`config.mk`:
```
export PLATFORM = sky130hd
export DESIGN_NAME = load_store_unit
export DESIGN_NICKNAME = d
export VERILOG_FILES = /design/src/rtl/load_store_unit.sv
export SDC_FILE = /design/constraint.sdc
export NUM_CORES = 1
export LEC_CHECK = 0
export ABC_AREA = 1
export CAP_MARGIN = 20
export CORE_ASPECT_RATIO = 0.7
export CORE_MARGIN = 8
export CORE_UTILIZATION = 47
export DETAILED_ROUTE_END_ITERATION = 6
export PLACE_DENSITY = 0.87
export RECOVER_POWER = 100
export SLEW_MARGIN = 25
export SYNTH_ARGS = -nofsm -noshare
export SYNTH_HDL_FRONTEND = slang
export SYNTH_SLANG_ARGS = --single-unit
```
`constraint.sdc`:
```
create_clock -name clk -period 2.3 [get_ports clk]
set_input_delay 0.575 -clock clk [delete_from_list [all_inputs] [get_ports clk]]
set_output_delay 0.575 -clock clk [all_outputs]
set_load 0.02 [all_outputs]
```
`src/rtl/load_store_unit.sv`:
```
// Multi-cycle load/store initiator serializing one access into byte transfers on a memory port.
// Optional feature: define LSU_MISALIGN_CHECK_EN to reject addresses not aligned to the access size.
module load_store_unit #(
   parameter int unsigned ADDR_WIDTH = 64
) (
   input  logic                  clk,
   input  logic                  reset,
   input  logic                  start,
   input  logic                  MemRead,
   input  logic                  MemWrite,
   input  logic [2:0]            Funct3,
   input  logic [ADDR_WIDTH-1:0] Mem_Addr,
   input  logic [63:0]           Write_Data,
   output logic                  busy,
   output logic                  done,
   output logic                  err,
   output logic [63:0]           Read_Data,
   output logic [ADDR_WIDTH-1:0] mem_addr,
   output logic [7:0]            mem_wdata,
   output logic                  mem_we,
   output logic                  mem_re,
   input  logic [7:0]            mem_rdata
);

   localparam int unsigned DW = 64;
   localparam int unsigned BW = 8;
   localparam int unsigned KW = 3;

   typedef enum logic [1:0] {S_IDLE, S_ACCESS, S_DONE} state_t;

   state_t                r_state;
   state_t                w_state_nxt;
   logic [KW-1:0]         r_k,         w_k_nxt;
   logic [2:0]            r_funct3,    w_funct3_nxt;
   logic                  r_is_load,   w_is_load_nxt;
   logic [DW-1:0]         r_wdata,     w_wdata_nxt;
   logic [DW-1:0]         r_shift,     w_shift_nxt;
   logic                  r_busy,      w_busy_nxt;
   logic                  r_done,      w_done_nxt;
   logic                  r_err,       w_err_nxt;
   logic [DW-1:0]         r_read_data, w_read_data_nxt;
   logic [ADDR_WIDTH-1:0] r_mem_addr,  w_mem_addr_nxt;
   logic [BW-1:0]         r_mem_wdata, w_mem_wdata_nxt;
   logic                  r_mem_we,    w_mem_we_nxt;
   logic                  r_mem_re,    w_mem_re_nxt;
   logic                  w_misalign;
   logic                  w_illegal;
   logic [KW-1:0]         w_last_k;

   function automatic logic [KW-1:0] last_k(input logic [1:0] size);
      case (size)
         2'b00:   return KW'(0);
         2'b01:   return KW'(1);
         2'b10:   return KW'(3);
         default: return KW'(7);
      endcase
   endfunction

   // Sign- or zero-extend the assembled bytes according to the latched size code.
   function automatic logic [DW-1:0] extend(input logic [DW-1:0] d, input logic [2:0] f3);
      logic s;
      s = ~f3[2];
      case (f3[1:0])
         2'b00:   return {{56{s & d[7]}},  d[7:0]};
         2'b01:   return {{48{s & d[15]}}, d[15:0]};
         2'b10:   return {{32{s & d[31]}}, d[31:0]};
         default: return d;
      endcase
   endfunction

`ifdef LSU_MISALIGN_CHECK_EN
   assign w_misalign = (Mem_Addr[2:0] & last_k(Funct3[1:0])) != 3'b000;
`else
   assign w_misalign = 1'b0;
`endif

   assign w_illegal = (Funct3 == 3'b111) || (MemRead == MemWrite) ||
                      ((Funct3[2:1] == 2'b11) && MemWrite) || w_misalign;
   assign w_last_k  = last_k(r_funct3[1:0]);

   always_ff @(posedge clk) begin
      if (reset) r_state <= S_IDLE;
      else       r_state <= w_state_nxt;
   end

   always_comb begin
      w_state_nxt = r_state;
      case (r_state)
         S_IDLE:   if (start) w_state_nxt = w_illegal ? S_DONE : S_ACCESS;
         S_ACCESS: if (r_k == w_last_k) w_state_nxt = S_DONE;
         S_DONE:   w_state_nxt = S_IDLE;
         default:  w_state_nxt = S_IDLE;
      endcase
   end

   // Next values for the datapath and every registered port.
   always_comb begin
      w_busy_nxt      = 1'b0;
      w_done_nxt      = 1'b0;
      w_err_nxt       = 1'b0;
      w_mem_we_nxt    = 1'b0;
      w_mem_re_nxt    = 1'b0;
      w_mem_addr_nxt  = '0;
      w_mem_wdata_nxt = '0;
      w_read_data_nxt = r_read_data;
      w_k_nxt         = r_k;
      w_funct3_nxt    = r_funct3;
      w_is_load_nxt   = r_is_load;
      w_wdata_nxt     = r_wdata;
      w_shift_nxt     = r_shift;
      case (r_state)
         S_IDLE: begin
            if (start) begin
               w_busy_nxt = 1'b1;
               if (w_illegal) begin
                  w_done_nxt = 1'b1;
                  w_err_nxt  = 1'b1;
               end else begin
                  w_k_nxt         = '0;
                  w_funct3_nxt    = Funct3;
                  w_is_load_nxt   = MemRead;
                  w_wdata_nxt     = Write_Data;
                  w_shift_nxt     = '0;
                  w_mem_addr_nxt  = Mem_Addr;
                  w_mem_we_nxt    = MemWrite;
                  w_mem_re_nxt    = MemRead;
                  w_mem_wdata_nxt = MemWrite ? Write_Data[7:0] : 8'h00;
               end
            end
         end
         S_ACCESS: begin
            w_busy_nxt = 1'b1;
            if (r_is_load) w_shift_nxt[{r_k, 3'b000} +: BW] = mem_rdata;
            if (r_k == w_last_k) begin
               w_done_nxt = 1'b1;
               if (r_is_load) w_read_data_nxt = extend(w_shift_nxt, r_funct3);
            end else begin
               w_k_nxt         = r_k + KW'(1);
               w_wdata_nxt     = r_wdata >> BW;
               w_mem_addr_nxt  = r_mem_addr + ADDR_WIDTH'(1);
               w_mem_we_nxt    = ~r_is_load;
               w_mem_re_nxt    = r_is_load;
               w_mem_wdata_nxt = r_is_load ? 8'h00 : r_wdata[15:8];
            end
         end
         default: ;
      endcase
   end

   always_ff @(posedge clk) begin
      if (reset) begin
         r_k         <= '0;
         r_funct3    <= '0;
         r_is_load   <= 1'b0;
         r_wdata     <= '0;
         r_shift     <= '0;
         r_busy      <= 1'b0;
         r_done      <= 1'b0;
         r_err       <= 1'b0;
         r_read_data <= '0;
         r_mem_addr  <= '0;
         r_mem_wdata <= '0;
         r_mem_we    <= 1'b0;
         r_mem_re    <= 1'b0;
      end else begin
         r_k         <= w_k_nxt;
         r_funct3    <= w_funct3_nxt;
         r_is_load   <= w_is_load_nxt;
         r_wdata     <= w_wdata_nxt;
         r_shift     <= w_shift_nxt;
         r_busy      <= w_busy_nxt;
         r_done      <= w_done_nxt;
         r_err       <= w_err_nxt;
         r_read_data <= w_read_data_nxt;
         r_mem_addr  <= w_mem_addr_nxt;
         r_mem_wdata <= w_mem_wdata_nxt;
         r_mem_we    <= w_mem_we_nxt;
         r_mem_re    <= w_mem_re_nxt;
      end
   end

   assign busy      = r_busy;
   assign done      = r_done;
   assign err       = r_err;
   assign Read_Data = r_read_data;
   assign mem_addr  = r_mem_addr;
   assign mem_wdata = r_mem_wdata;
   assign mem_we    = r_mem_we;
   assign mem_re    = r_mem_re;

endmodule

```
==> results of run 1 <==
## per-stage QoR
step | setup WS, ps | utilization | power (W)
2_1_floorplan | 70.3 | - | 0.00580
3_3_place_gp | -18.3 | 0.609 | 0.00652
3_5_place_dp | -55.3 | 0.609 | 0.00655
4_1_cts | 0.0923 | 0.642 | 0.0111
5_1_grt | -1.44 | 0.645 | 0.0115
6_report | 32.7 | 0.645 | 0.0111
## metal layers
layer / track usage / part of all wire / up-vias / wire [um]
met5: 0 / 0 / - / 0
met4: 0.0884 / 0.029 / 0 / 1500
met3: 0.0775 / 0.12 / 116 / 6130
met2: 0.440 / 0.42 / 864 / 21900
met1: 0.396 / 0.43 / 7132 / 22100
li1: - / - / 7244 / -
## cells by family after synthesis
family,count (synthesis),synth area share
and+or+nand+nor,1066,0.324
DFF,270,0.402
AOI/OAI and AO/OA,435,0.178
buffers and inverters,255,0.0793
adders and majority gates,5,0.00465
xor gates and xnor gates,18,0.0123
## flip-flops by register name, summed over array words and instances, names as in the netlist
signal,cells
mem_wdata,8
done,1
Read_Data,64
r_funct3,3
r_state,2
mem_re,1
busy,1
err,1
r_is_load,1
r_wdata,56
r_k,3
mem_we,1
r_shift,64
mem_addr,64
## cell type report
type | instances | area, um2 | share of cell area
clock inverters | 12 | 155 | 0.00859
well taps | 371 | 464 | 0.0257
flip-flops and latches | 270 | 5410 | 0.299
multi-input cells | 1524 | 7070 | 0.391
diodes | 2 | 5.00 | 0.000277
inverters | 150 | 566 | 0.0313
clock buffers | 38 | 767 | 0.0424
repair buffers | 374 | 3640 | 0.201
## worst paths after layout
path / cells past startpoint / to / slack, ps
setup reg to reg: 11 / Read_Data[60]$_SDFFE_PP0P_ / 120
hold / removal: 2 / mem_addr[7]$_SDFF_PP0_ / 420
hold reg to reg: 2 / mem_wdata[0]$_SDFF_PP0_ / 460
setup / recovery: 1 / mem_addr[11] / 30
## cells in the final DEF, fill, tap and decap left out, types with 4 or more instances in the layout
cell type | Yosys | final
clkbuf_1 | 64 | 9
o21ai_1 | 67 | 73
xor2_1 | 11 | 11
o21ai_0 | 110 | 103
clkdlybuf4s50_1 | 0 | 271
a31oi_1 | 48 | 48
a21oi_2 | 10 | 11
clkinv_2 | 0 | 6
nand2_1 | 594 | 592
o21a_1 | 7 | 7
clkbuf_8 | 0 | 5
nand3_1 | 97 | 96
dfxtp_1 | 270 | 270
o211ai_1 | 6 | 6
nor2_4 | 3 | 4
nand3_4 | 1 | 4
buf_12 | 0 | 8
or2_2 | 17 | 17
inv_1 | 140 | 138
or2_1 | 7 | 7
a211oi_2 | 5 | 5
a22oi_1 | 4 | 4
a21oi_1 | 159 | 158
inv_2 | 8 | 10
buf_4 | 9 | 76
nor2_1 | 305 | 304
nand4_1 | 20 | 20
o22ai_1 | 8 | 8
o21bai_1 | 9 | 9
xnor2_1 | 6 | 6
dlymetal6s2s_1 | 0 | 8
clkbuf_16 | 0 | 28
## power groups by stage
| stage | clock [W] | combinational, W | sequential [W] |
|---|---|---|---|
| global placement | 0 | 0.00142 | 0.00510 |
| CTS | 0.00468 | 0.00146 | 0.00500 |
| global route | 0.00486 | 0.00159 | 0.00502 |
| finish | 0.00464 | 0.00149 | 0.00501 |
| floorplan | 0 | 0.000671 | 0.00513 |
| detailed placement | 0 | 0.00145 | 0.00510 |
## timing repair
action | in CTS | in global routing
hold endpoints to repair | 0 | 0
resized for setup | 4 | 30
endpoints found under the setup margin | 4 | 78
hold buffers | 0 | 0
gates cloned | 0 | 1
==> impl_metrics.toml, run 1 <==
[power]
switchingPower_w = 0.00298
p_int_w = 0.00815
power_density_nw_per_um2 = 616
p_comb_frac = 0.134
ir_drop_mv = 0.531
leakagePower_nw = 6.79
seqPwrFrac = 0.450
switching_share = 0.268
p_clk_frac = 0.417

[place]
place_hpwl_mm = 39.3
post_dp_cell_area_um2 = 17100
port-buffer-count = 284
gp_congestion = 1.00
place_inst = 2688

[setup_path]
cp_cell_sequence = "clkdlybuf4s50_1"
worstSetupPathType = "register to output port"
timing.rr.start = "r_k[0]$_SDFFE_PP0P_"
path_delay_family = "buffers and inverters"
worst-path-max-fanout = 4
cpPeakStageDelay_ps = 680
worstSetupEndpointType = "output port"
critPathLaunch = "mem_addr[11]$_SDFF_PP0_"
slowest_stage = "clkdlybuf4s50_1"
worst_ep_arrival_time_ps = 1690
startpoint_type = "register"
path_buf_inv = 1
required_ps = 1730

[floorplanning]
die_h_um = 158
pin_count = 285
start_util = 0.480
dieArea_um2 = 34400
core.rowCount = 51
coreArea_um2 = 28000
die_w_um = 218

[sta]
hold_violations = 0
clock_skew_ps = 18.6
fin_crit_sh = 0.986
drv_slew = 0
fin_crit_ps = 2270
tightestPinTransition_ps = 964
relSlewSlack = 0.357
finalSetupViolations = 0
setup_tns_ps = 0
max_freq_mhz = 441
hold_ws_ps = 417

[cells_and_area]
fin_area_um2 = 18100
drive_gt1_frac = 0.0861
fillers = 2406
finalNetCount = 2496
finalNonFillerCells = 2741
area_delta_synth_final_pct = 34.3

[synthesis]
netlist_instances = 2049
synth.avg_cell_area_um2 = 6.57
ys_types = 45
synthMostInstantiatedCell = "nand2_1"
synth_ff_type = "dfxtp_1"
synth-edff-count = 0
ys_seq_elements = 270
synth_top_cell_area_share = 0.402
syn_area_um2 = 13500
ys_seq_area_frac = 0.402
syn_nets = 2198
ys_async_sr_fraction = 0
synth_common_cells = "594 x nand2_1, 305 x nor2_1, 270 x dfxtp_1"
yosysWarnings = 0
synth_top_area_cell = "dfxtp_1"
synthTopCellsByArea = "dfxtp_1 40%, nand2_1 17%, nor2_1 8.5%"

[global_route]
grt_max_degree = 81
grt.total_usage = 0.290
antenna_found_initial = 2
grt_pass1_vias = 14529
grt_pass1_wl_mm = 80.0
grt-ovfl-total = 0

[run_status]
status = "completed"

[clock_network]
cts_tree = "done"
ctsLongestPathBuffers = 3
cts_root_buffer = "clkbuf_16"
cts_setup_buffers = 0
clock_sinks = 270
insertion_delay_ps = 570
clk_pin_slew_worst_paths_ps = 70
cts-buffers-inserted = 27
htree_levels = 1

[min_path]
hp-class = "primary input to register"
holdCritStartpoint = "reset"

[detailed_routing]
ant_nets = 0
drc = 0
drtPass1Iterations = 6
drt_iter0_markers = 2072
vias = 15356
wirelength_mm = 51.7
routedWlPerCell_um = 18.9
via_per_inst = 5.60

[flow_run]
cap_violations = 0
Power figures use the tool's default switching activity.
==> run 2, diff against run 1 <==
CORE_UTILIZATION = 43   (was 47)
PLACE_DENSITY = 0.81   (was 0.87)
==> run 2 against run 1 <==
  * Power rose by 1.6%
  * Critical endpoint is now mem_addr[38]
  * Setup slack got worse by 1.1 ps
  * Via count fell by 2.6%
  * Final cell count rose by 1.8%
  * Flip-flop and latch count did not move
  * Utilization fell by 6.2 points
  * Routed wire length rose by 0.81%
  * Non-clock buffer count fell by 3
  * Design area barely moved
  * Highest routed layer unchanged
  * Largest cell class unchanged
  * Die area rose by 8.5%
  * Clock skew rose by 8.1 ps
==> impl_metrics.toml, run 2 (synthesized netlist as in run 1, its figures left out) <==
[global_route]
antenna_found_initial = 3
grt_pass1_wl_mm = 79.8
grt_max_degree = 77
grt.total_usage = 0.269
grt-ovfl-total = 0
grt_pass1_vias = 14181

[place]
gp_congestion = 0.980
port-buffer-count = 284
place_hpwl_mm = 39.8
place_inst = 2735

[floorplanning]
start_util = 0.434
coreArea_um2 = 31000
core.rowCount = 54
die_h_um = 164
dieArea_um2 = 37300
die_w_um = 227
pin_count = 285

[detailed_routing]
wirelength_mm = 52.1
drc = 0
vias = 14960
ant_nets = 0
routedWlPerCell_um = 18.7
drt_iter0_markers = 1710
via_per_inst = 5.36
drtPass1Iterations = 5

[cells_and_area]
finalNonFillerCells = 2789
area_delta_synth_final_pct = 34.4
seq_area_um2 = 5410
final_cell_mix = "590 x nand2_1, 299 x nor2_1, 270 x dfxtp_1, 261 x clkdlybuf4s50_1, 159 x a21oi_1"
finalNetCount = 2494
drive_gt1_frac = 0.0887
final_common_cell = "nand2_1"
fin_util = 0.583
multi_input_area_um2 = 7080
fillers = 2845

[min_path]
hp-class = "primary input to register"

[clock_network]
insertion_delay_ps = 570
cts_setup_buffers = 0
cts-buffers-inserted = 28
htree_levels = 1
hold_buffers = 0
ctsLongestPathBuffers = 3
clock_sinks = 270
post_cts_resized = 16
cts_root_buffer = "clkbuf_16"
cts_tree = "done"
clk_pin_slew_worst_paths_ps = 60

[setup_path]
timing.rr.start = "mem_addr[0]$_SDFF_PP0_"
r2r_setup_slack_ps = 40
cp_cell_sequence = "buf_4 > clkdlybuf4s50_1"
r2r_cells = 9
worst-path-max-fanout = 4
path_delay_family = "buffers and inverters"
cp.depth = 2
worstSetupPathType = "register to output port"
worstSetupEndpointType = "output port"
cpPeakStageDelay_ps = 610
required_ps = 1730
slowest_stage = "clkdlybuf4s50_1"
startpoint_type = "register"
critPathLaunch = "mem_addr[38]$_SDFF_PP0_"
crit_path_end = "mem_addr[38]"
path_buf_inv = 2
worst_ep_arrival_time_ps = 1690
rr_endpoint = "mem_addr[49]$_SDFF_PP0_"

[sta]
setup_tns_ps = 0
drv_slew = 0
hold_violations = 0
relSlewSlack = 0.501
max_freq_mhz = 441
fin_crit_ps = 2270
hold_ws_ps = 380
clock_skew_ps = 26.6
fin_crit_sh = 0.986
tightestPinTransition_ps = 749
finalSetupViolations = 0

[power]
power_density_nw_per_um2 = 626
leakagePower_nw = 6.72
ir_drop_mv = 0.490

[run_status]
status = "completed"

[flow_run]
cap_violations = 0
run 2: changes by cell type in the layout (fill, tap and decap cells not counted), sizes merged:
cell           change
dlygate4sd2       +10
clkinv             +2
clkdlybuf4s50     -10
dlymetal6s2s       -8
clkbuf             +5
dlygate4sd3        +1
buf                -2
bufinv             +1
run 2: metrics by stage:
stage / cell area, um2 / worst slack (ps) / power (W)
after floorplan: 13500 / 70.3 / 0.00580
after global placement: 17100 / 15.4 / 0.00650
after detailed placement: 17100 / -1.24 / 0.00653
after CTS: 18100 / 2.11 / 0.0114
after global routing: 18100 / -65.4 / 0.0117
final: 18100 / 31.5 / 0.0113
run 2: final cells by class:
type,count,share of cell area
multi-input cells,1524,0.391
flip-flops and latches,270,0.299
repair buffers,371,0.195
clock buffers,37,0.0428
inverters,150,0.0311
well taps,420,0.0291
clock inverters,15,0.0117
diodes,2,0.000277
run 2: where the power goes:
group,internal [W],switching [W]
clock,0.00284,0.00203
combinational,0.000583,0.000859
sequential,0.00486,0.000148
total,0.00829,0.00303
run 2: how the worst min path moves through the flow:
stage / to / from / slack [ps] / cells after the start
2_1_floorplan: mem_wdata[0]$_SDFF_PP0_ / r_wdata[8]$_SDFFE_PP0P_ / 440 / 2
3_3_place_gp: r_shift[7]$_SDFFE_PP0P_ / r_shift[7]$_SDFFE_PP0P_ / 450 / 2
3_5_place_dp: r_shift[7]$_SDFFE_PP0P_ / r_shift[7]$_SDFFE_PP0P_ / 450 / 2
4_1_cts: busy$_SDFF_PP0_ / reset / 370 / 4
5_1_grt: busy$_SDFF_PP0_ / reset / 400 / 4
6_report: busy$_SDFF_PP0_ / reset / 380 / 4
run 2: worst min-delay path, delay by kind of cell:
family,cells,cell delay [ps]
AND/OR/NAND/NOR,1,80
buffers and inverters,2,180
AO/OA/AOI/OAI,1,50
run 2: layer usage:
layer,wire length [um],track usage,vias to the layer above
met5,0,0,-
met1,23700,0.376,7018
met3,4790,0.0648,58
li1,-,-,7230
met4,999,0.0611,0
met2,22600,0.415,654
==> run 3, diff against run 2 <==
CORE_UTILIZATION = 47   (was 43)
GPL_TIMING_DRIVEN = 0   (was not set)
PLACE_DENSITY = 0.87   (was 0.81)
SKIP_CTS_REPAIR_TIMING = 1   (was not set)
==> run 3 against run 2 <==
  * Final cell count shrank 0.47%
  * Fmax decreased by 0.86%
  * Non-clock buffer count rose by 36
  * Register-to-register slack worse by 30 ps
  * Power grew 1.2%
  * Critical path depth up 8
  * Setup slack got worse by 20 ps
  * Critical path type is now register to register
  * Critical endpoint is now Read_Data[23]$_SDFFE_PP0P_
==> impl_metrics.toml, run 3 (synthesized netlist as in run 1, its figures left out) <==
[place]
gp_congestion = 0.990
place_ws_ps = -777
post_dp_cell_area_um2 = 16800
place_hpwl_mm = 45.4
port-buffer-count = 283

[global_route]
grt-ovfl-total = 0
gr-usage-met3 = 0.0855
busiest_layer = "met2"
grtUsageMet2 = 0.480
grt_pass1_vias = 14526
grt.total_usage = 0.322
grt_max_degree = 16
use_met1 = 0.453
grt_pass1_wl_mm = 86.1
antenna_found_initial = 1

[clock_network]
cts-buffers-inserted = 28
htree_levels = 1
ctsLongestPathBuffers = 3
clock_sinks = 270
cts_root_buffer = "clkbuf_16"
clk_pin_slew_worst_paths_ps = 70
insertion_delay_ps = 590
cts_tree = "done"

[detailed_routing]
drtPass1Iterations = 6
routedWlPerCell_um = 20.9
ant_nets = 0
wirelength_mm = 58.1
via_per_inst = 5.67
vias = 15731
drc = 0
drt_iter0_markers = 1878

[flow_run]
cap_violations = 0

[floorplanning]
die_h_um = 158
die_w_um = 218
start_util = 0.480
dieArea_um2 = 34400
coreArea_um2 = 28000
pin_count = 285
core.rowCount = 51

[run_status]
status = "completed"

[sta]
relSlewSlack = 0.376
tightestPinTransition_ps = 937
drv_slew = 0
clock_skew_ps = 28.3
hold_violations = 0
hold_ws_ps = 467
setup_ws_ps = 11.8
max_freq_mhz = 437
fin_crit_sh = 0.995
setup_tns_ps = 0
fin_crit_ps = 2290
finalSetupViolations = 0

[min_path]
holdCritStartpoint = "r_shift[13]$_SDFFE_PP0P_"
hp-class = "register to register"

[cells_and_area]
seq_area_um2 = 5420
final_cell_mix = "588 x nand2_1, 287 x nor2_1, 263 x dfxtp_1, 240 x clkdlybuf4s50_1, 159 x a21oi_1"
fin_util = 0.645
fillers = 2465
drive_gt1_frac = 0.0940
fin_area_um2 = 18100
multi_input_area_um2 = 7230
finalNetCount = 2530
final_common_cell = "nand2_1"
area_delta_synth_final_pct = 34.2

[power]
leakagePower_nw = 6.62
ir_drop_mv = 0.606
power_density_nw_per_um2 = 635

[setup_path]
timing.rr.start = "r_k[1]$_SDFFE_PP0P_"
startpoint_type = "register"
worst-path-max-fanout = 10
worst_ep_arrival_time_ps = 2780
critPathLaunch = "r_k[1]$_SDFFE_PP0P_"
worstSetupEndpointType = "register"
worstSetupPathType = "register to register"
required_ps = 2790
==> run 3: changes by cell type in the layout (fill, tap and decap cells not counted), sizes merged, moves of 4 or more <==
cell	change
clkbuf	+76
clkdlybuf4s50	-21
dlygate4sd2	-13
dlygate4sd3	+15
buf	-27
clkinv	+4
==> run 3: final cells by class <==
| cell class | instances | area share |
|---|---|---|
| clock inverters | 21 | 0.0143 |
| inverters | 150 | 0.0315 |
| well taps | 371 | 0.0257 |
| flip-flops and latches | 270 | 0.300 |
| multi-input cells | 1524 | 0.400 |
| diodes | 2 | 0.000277 |
| repair buffers | 302 | 0.157 |
| plain buffers | 105 | 0.0303 |
| clock buffers | 31 | 0.0405 |
==> run 3: final timing paths <==
kind | slack, ps | cells after the start | end
worst min register to register | 470 | 2 | r_shift[13]$_SDFFE_PP0P_
worst min-delay path | 470 | 2 | r_shift[13]$_SDFFE_PP0P_
worst max register to register | 10 | 10 | Read_Data[23]$_SDFFE_PP0P_
worst max-delay path | 10 | 10 | Read_Data[23]$_SDFFE_PP0P_
==> run 3: worst max-delay path, stage by stage, from the launching register on <==
cell and delay (ps):
dfxtp_4 370, inv_1 80, ha_4 330, inv_6 80, nor3_4 200, nand4_1 260
buf_4 230, nor2_1 120, a21oi_1 90, or2_2 290, a21oi_1 150
==> run 3: power by group <==
group / internal, W / total (W) / switching, W / leakage [nW]
registers: 0.00486 / 0.00501 / 0.000154 / 2.19
logic: 0.000569 / 0.00152 / 0.000956 / 3.95
clock network: 0.00279 / 0.00492 / 0.00213 / 0.484
==> run 3: layer usage <==
| metal | share of wire | routed length [um] | vias up |
|---|---|---|---|
| met5 | 0 | 0 | - |
| met4 | 0.026 | 1530 | 0 |
| met3 | 0.12 | 6940 | 98 |
| met2 | 0.42 | 24500 | 916 |
| met1 | 0.43 | 25200 | 7392 |
| li1 | - | - | 7325 |
==> run 3: stage by stage <==
stage	power, W	std cells
after CTS	0.0114	2755
after floorplan	0.00580	2049
final	0.0115	2776
after global routing	0.0118	2776
after global placement	0.00652	2703
after detailed placement	0.00655	2703
